<file path="src/rtl/reset_seq_if.sv">
// Reset sequencer signal bundle: board/CPU reset requests in, staged resets and status out.
interface reset_seq_if;
    logic       btn_ni;
    logic       soft_req_i;
    logic       periph_rstn_o;
    logic       cpu_rstn_o;
    logic       busy_o;
    logic [1:0] cause_o;

    // SoC / board side: drives requests, observes staged resets.
    modport master (
        output btn_ni,
        output soft_req_i,
        input  periph_rstn_o,
        input  cpu_rstn_o,
        input  busy_o,
        input  cause_o
    );

    // Sequencer side.
    modport slave (
        input  btn_ni,
        input  soft_req_i,
        output periph_rstn_o,
        output cpu_rstn_o,
        output busy_o,
        output cause_o
    );
endinterface

</file>
<file path="src/rtl/reset_seq.sv">
// Board-level reset sequencer: merges system reset, debounced button and CPU
// soft-reset into a staged peripheral-then-CPU active-low reset release.
module reset_seq #(
    parameter int unsigned HOLD_CYCLES = 65535,
    parameter int unsigned GAP_CYCLES  = 16,
    parameter int unsigned DEB_CYCLES  = 255
) (
    input logic        clk_i,
    input logic        rst_i,
    reset_seq_if.slave bus
);

    localparam int unsigned MAX_CYC = (HOLD_CYCLES > GAP_CYCLES) ? HOLD_CYCLES : GAP_CYCLES;
    localparam int unsigned CNT_W   = $clog2(MAX_CYC + 1);
    localparam int unsigned DEB_W   = $clog2(DEB_CYCLES + 1);

    localparam logic [CNT_W-1:0] HOLD_LAST = CNT_W'(HOLD_CYCLES - 1);
    localparam logic [CNT_W-1:0] GAP_LAST  = CNT_W'(GAP_CYCLES - 1);
    localparam logic [DEB_W-1:0] DEB_LAST  = DEB_W'(DEB_CYCLES - 1);

    localparam logic [1:0] CAUSE_RST  = 2'd0;
    localparam logic [1:0] CAUSE_BTN  = 2'd1;
    localparam logic [1:0] CAUSE_SOFT = 2'd2;

    typedef enum logic [1:0] {
        ST_HOLD = 2'd0,
        ST_GAP  = 2'd1,
        ST_RUN  = 2'd2
    } state_t;

    logic             btn_s1;
    logic             btn_s2;
    logic             btn_clean;
    logic [DEB_W-1:0] deb_cnt;
    logic             press;

    state_t           state;
    logic [CNT_W-1:0] cnt;
    logic             periph_rstn_q;
    logic             cpu_rstn_q;
    logic             busy_q;
    logic [1:0]       cause_q;

    logic             evt_c;

    // Button synchronizer and debouncer; press is a one-cycle flag on the 1->0 accept.
    always_ff @(posedge clk_i) begin
        if (!rst_i) begin
            btn_s1    <= 1'b1;
            btn_s2    <= 1'b1;
            btn_clean <= 1'b1;
            deb_cnt   <= '0;
            press     <= 1'b0;
        end else begin
            btn_s1 <= bus.btn_ni;
            btn_s2 <= btn_s1;
            press  <= 1'b0;
            if (btn_s2 == btn_clean) begin
                deb_cnt <= '0;
            end else if (deb_cnt == DEB_LAST) begin
                btn_clean <= btn_s2;
                deb_cnt   <= '0;
                press     <= btn_clean;
            end else begin
                deb_cnt <= deb_cnt + DEB_W'(1);
            end
        end
    end

    // A button press or soft request restarts the sequence from any state.
    always_comb begin
        evt_c = press | bus.soft_req_i;
    end

    // Sequencer FSM: HOLD both resets, release peripherals, then CPU after the gap.
    always_ff @(posedge clk_i) begin
        if (!rst_i) begin
            state         <= ST_HOLD;
            cnt           <= '0;
            periph_rstn_q <= 1'b0;
            cpu_rstn_q    <= 1'b0;
            busy_q        <= 1'b1;
            cause_q       <= CAUSE_RST;
        end else if (evt_c) begin
            state         <= ST_HOLD;
            cnt           <= '0;
            periph_rstn_q <= 1'b0;
            cpu_rstn_q    <= 1'b0;
            busy_q        <= 1'b1;
            cause_q       <= press ? CAUSE_BTN : CAUSE_SOFT;
        end else begin
            case (state)
                ST_HOLD: begin
                    // Count only once the button is released.
                    if (!btn_clean) begin
                        cnt <= '0;
                    end else if (cnt == HOLD_LAST) begin
                        state         <= ST_GAP;
                        cnt           <= '0;
                        periph_rstn_q <= 1'b1;
                    end else begin
                        cnt <= cnt + CNT_W'(1);
                    end
                end
                ST_GAP: begin
                    if (cnt == GAP_LAST) begin
                        state      <= ST_RUN;
                        cnt        <= '0;
                        cpu_rstn_q <= 1'b1;
                        busy_q     <= 1'b0;
                    end else begin
                        cnt <= cnt + CNT_W'(1);
                    end
                end
                ST_RUN: begin
                    cnt <= '0;
                end
                default: begin
                    state         <= ST_HOLD;
                    cnt           <= '0;
                    periph_rstn_q <= 1'b0;
                    cpu_rstn_q    <= 1'b0;
                    busy_q        <= 1'b1;
                end
            endcase
        end
    end

    assign bus.periph_rstn_o = periph_rstn_q;
    assign bus.cpu_rstn_o    = cpu_rstn_q;
    assign bus.busy_o        = busy_q;
    assign bus.cause_o       = cause_q;

endmodule

</file>
<file path="src/flat_wrapper.sv">
// flat-port wrapper written by rule: the top's interface ports become plain ports
module reset_seq_flat 
#(
    parameter int unsigned HOLD_CYCLES = 65535,
    parameter int unsigned GAP_CYCLES  = 16,
    parameter int unsigned DEB_CYCLES  = 255
)
  (clk_i, rst_i, bus_btn_ni, bus_soft_req_i, bus_periph_rstn_o, bus_cpu_rstn_o, bus_busy_o, bus_cause_o);
  reset_seq_if bus_i ();
  input logic clk_i;
  input logic rst_i;
  input wire logic [$bits(bus_i.btn_ni)-1:0] bus_btn_ni;
  input wire logic [$bits(bus_i.soft_req_i)-1:0] bus_soft_req_i;
  output wire logic [$bits(bus_i.periph_rstn_o)-1:0] bus_periph_rstn_o;
  output wire logic [$bits(bus_i.cpu_rstn_o)-1:0] bus_cpu_rstn_o;
  output wire logic [$bits(bus_i.busy_o)-1:0] bus_busy_o;
  output wire logic [$bits(bus_i.cause_o)-1:0] bus_cause_o;
  assign bus_i.btn_ni = bus_btn_ni;
  assign bus_i.soft_req_i = bus_soft_req_i;
  assign bus_periph_rstn_o = bus_i.periph_rstn_o;
  assign bus_cpu_rstn_o = bus_i.cpu_rstn_o;
  assign bus_busy_o = bus_i.busy_o;
  assign bus_cause_o = bus_i.cause_o;
  reset_seq #(.HOLD_CYCLES(HOLD_CYCLES), .GAP_CYCLES(GAP_CYCLES), .DEB_CYCLES(DEB_CYCLES)) u_core (.clk_i(clk_i), .rst_i(rst_i), .bus(bus_i));
endmodule
</file>
<file path="config.mk">
export PLATFORM = sky130hd
export DESIGN_NAME = reset_seq_flat
export DESIGN_NICKNAME = d
export VERILOG_FILES = /design/src/rtl/reset_seq_if.sv /design/src/rtl/reset_seq.sv /design/src/flat_wrapper.sv
export SDC_FILE = /design/constraint.sdc
export NUM_CORES = 1
export LEC_CHECK = 0
export CAP_MARGIN = 20
export CORE_MARGIN = 3
export CORE_UTILIZATION = 57
export CTS_CLUSTER_SIZE = 40
export DETAILED_ROUTE_END_ITERATION = 8
export PLACE_DENSITY = 0.8
export RECOVER_POWER = 50
export SETUP_SLACK_MARGIN = 0.5
export SKIP_LAST_GASP = 1
export SLEW_MARGIN = 20
export SYNTH_ARGS = -nofsm -noshare
export SYNTH_HDL_FRONTEND = slang
export SYNTH_SLANG_ARGS = --single-unit
export TNS_END_PERCENT = 30
</file>
<file path="constraint.sdc">
create_clock -name clk_i -period 2.03 [get_ports clk_i]
set_clock_uncertainty 0.2 [all_clocks]
set_input_delay 0.406 -clock clk_i [delete_from_list [all_inputs] [get_ports clk_i]]
set_output_delay 0.406 -clock clk_i [all_outputs]
set_load 0.01 [all_outputs]
</file>
==> impl_metrics.json <==
{
  "hold_path_startpoint": "u_core.btn_s1",
  "finalNetCount": 198,
  "drive_gt1_share_pct": 19.8,
  "met1_usage_pct": 24.0,
  "drtPass1Iterations": 4,
  "regArea_um2": 719,
  "top_usage_layer": "met2",
  "die_area_um2": 3440,
  "yosysTopAreaCell": "dfxtp_1",
  "fin_crit_sh_pct": 89.0,
  "multiInputGateArea_um2": 898,
  "grt_max_degree": 17,
  "ioPinCount": 9,
  "nFillCells": 186,
  "holdPathEnd": "u_core.btn_s2",
  "max_cap_viol_count": 0,
  "vias_per_cell": 5.95,
  "finalMaxSlewViolations": 0,
  "hp-class": "reg2reg",
  "ys_ff_latch": 35,
  "crit_type": "reg2reg",
  "hold_depth": 1,
  "powerDensity_nw_per_um2": 594,
  "rsz0062_at_grt": "yes",
  "relSlewSlack_pct": 74.1,
  "place.gp.congestion": 0.839,
  "finalHoldViolCount": 0,
  "critPathRequiredTime_ps": 2100,
  "synth_area_leaders": "dfxtp_1 44%, xnor2_1 6.7%, ha_1 5.5%, a21oi_1 4.8%, xor2_1 4.4%",
  "clockRootBuffer": "clkbuf_4",
  "ys.flop_type": "dfxtp_1",
  "fmax_mhz": 553,
  "die_h_um": 58.6,
  "cts-htree-levels": 2,
  "clk_latency_ps": 340,
  "placeableCoreArea_um2": 2540,
  "worst-path-max-fanout": 5,
  "crit-reg2reg-capture": "u_core.cnt[15]",
  "status": "complete, no violations",
  "wl_um": 3150,
  "period_minus_slack_ps": 1810,
  "synth-async-reset-ratio_pct": 0,
  "r2r_cells": 4,
  "timing.hold.ws_ps": 228,
  "cp.arrival_ps": 1870,
  "num_rows": 18,
  "ys_top_cells_by_count": "35 x dfxtp_1, 15 x a21oi_1, 12 x nor2_1, 12 x xnor2_1, 11 x nand2_1",
  "rr_startpoint": "u_core.cnt[11]",
  "clk_path_buf_depth": 2,
  "synthesis.area_um2": 1580,
  "critPathCaptureType": "register",
  "cts_inserted_buffers": 5,
  "syn_nets": 180,
  "ys_types": 32,
  "grt_pass1_vias": 1226,
  "vias": 1292,
  "cts.sinks": 35,
  "start_util_pct": 62.0,
  "antenna_found_initial": 0,
  "globalRouteMet2Util_pct": 32.2,
  "cts_tree": "done",
  "grt_usage_pct": 20.2,
  "grt_pass1_wl_um": 5220,
  "drtAntennaViolNets": 0,
  "syn_inst": 169,
  "crit_path_start_kind": "register",
  "grt_overflow": 0,
  "ys_warn_count": 0,
  "setup-tns-final_ps": 0,
  "irDropWorstVdd_uv": 600,
  "io_buffers": 8,
  "leakage_nw": 0.639,
  "routedWlPerCell_um": 14.5,
  "dp_hpwl_um": 2130,
  "ctsHoldBuffers": 0,
  "syn_area_per_cell_um2": 9.34,
  "tightestPinTransition_ps": 386,
  "antenna_cells": 0,
  "die_w_um": 58.6,
  "synth_seq_area_share_pct": 44.4,
  "drcViolationCount": 0,
  "area_growth_syn_to_layout_pct": 18.6,
  "synth-edff-count": 0,
  "r2r_slack_ps": 220,
  "clk_pin_slew_ps": 100,
  "setup_viol": 0,
  "use_met3_pct": 5.92,
  "yosysTopAreaCellShare_pct": 44.4,
  "synth.most_common_cell": "dfxtp_1",
  "drt_iter0_markers": 89
}
[worst max-delay path by stage]
stage / start / slack (ps) / to / depth (start not counted)
final: u_core.cnt[11] / 220 / u_core.cnt[15] / 4
after floorplan: u_core.cnt[9] / 350 / u_core.cnt[0] / 6
after detailed placement: rst_i / 20 / u_core.cnt[15] / 5
after CTS: u_core.cnt[0] / 260 / u_core.state[0] / 5
after global routing: u_core.cnt[11] / 190 / u_core.cnt[13] / 5
after global placement: rst_i / 60 / u_core.cnt[15] / 5
[per-stage QoR]
stage          total power [mW]  cell area (um^2)  util [%]  instances  worst slack [ps]
2_1_floorplan             0.734              1610         -        169               346
3_3_place_gp              0.748              1730      68.0        209              55.7
3_5_place_dp              0.750              1730      68.0        209              17.6
4_1_cts                    1.13              1840      72.4        217               265
5_1_grt                    1.15              1870      73.6        217               189
6_report                   1.11              1870      73.6        217               222
[repair_timing]
item | 4_1_cts | 5_1_grt
setup buffers | 1 | 0
pin swaps | 2 | 1
gates resized for setup | 17 | 6
setup endpoints to repair | 34 | 34
[final cells by class]
| type | instances | share of cell area (%) |
|---|---|---|
| Timing Repair Buffer | 14 | 6.81 |
| Clock inverter | 1 | 0.267 |
| Tap cell | 30 | 2.00 |
| Sequential cell | 35 | 38.4 |
| Multi-Input combinational cell | 122 | 48.0 |
| Clock buffer | 6 | 2.74 |
| Inverter | 9 | 1.80 |
[power by group]
part	leakage (nW)	total (mW)	internal (mW)	switching, mW
clock network	0.0341	0.380	0.160	0.219
registers	0.289	0.695	0.689	0.00548
logic	0.316	0.0389	0.0193	0.0196
total	0.639	1.11	0.869	0.244
[state kept, by name, indices dropped and copies added, names as in the netlist]
signal / cells
u_core.bus.cause_o: 2
u_core.bus.cpu_rstn_o: 1
u_core.bus.periph_rstn_o: 1
u_core.deb_cnt: 8
u_core.state: 2
u_core.btn_clean: 1
u_core.cnt: 16
u_core.btn_s1: 1
u_core.bus.busy_o: 1
u_core.press: 1
u_core.btn_s2: 1
[cell families after synthesis]
kind of cell             after synthesis  synth area share (%)
adder cells (fa/ha/maj)                7                  5.55
multiplexers                           1                 0.634
AO/OA/AOI/OAI                         26                  12.0
buffers and inverters                 12                  3.72
XOR/XNOR                              20                  11.1
flip-flops                            35                  44.4
AND/OR/NAND/NOR                       68                  22.7
[critical path, cell delays in order, from the launching register on]
cell and delay [ps]:
dfxtp_4 390, nand4_1 140, or3_4 460, or3_4 390
a22oi_2 160
[cells in the final DEF, fill, tap and decap left out, drive strengths merged]
cell type / n
o211a: 1
nor2b: 1
dlygate4sd3: 1
clkinv: 1
inv: 9
clkdlybuf4s50: 2
a21oi: 16
nand2: 11
nand3: 10
ha: 7
nor2: 13
o21a: 1
nor4: 9
o2111ai: 1
buf: 5
o21ai: 1
nand4: 8
nand2b: 4
a41oi: 2
o211ai: 1
dlygate4sd2: 5
mux2i: 1
a21o: 1
a22oi: 1
or3: 2
nor3: 6
dfxtp: 35
and3: 2
o221a: 1
clkbuf: 7
xnor2: 12
and4: 2
xor2: 8
[layer usage]
layer  wire (um)  vias up
li1            -      640
met1        1410      614
met2        1560       28
met3         104       10
met4          82        0
met5           0        -
(Power assumes the default switching activity.)
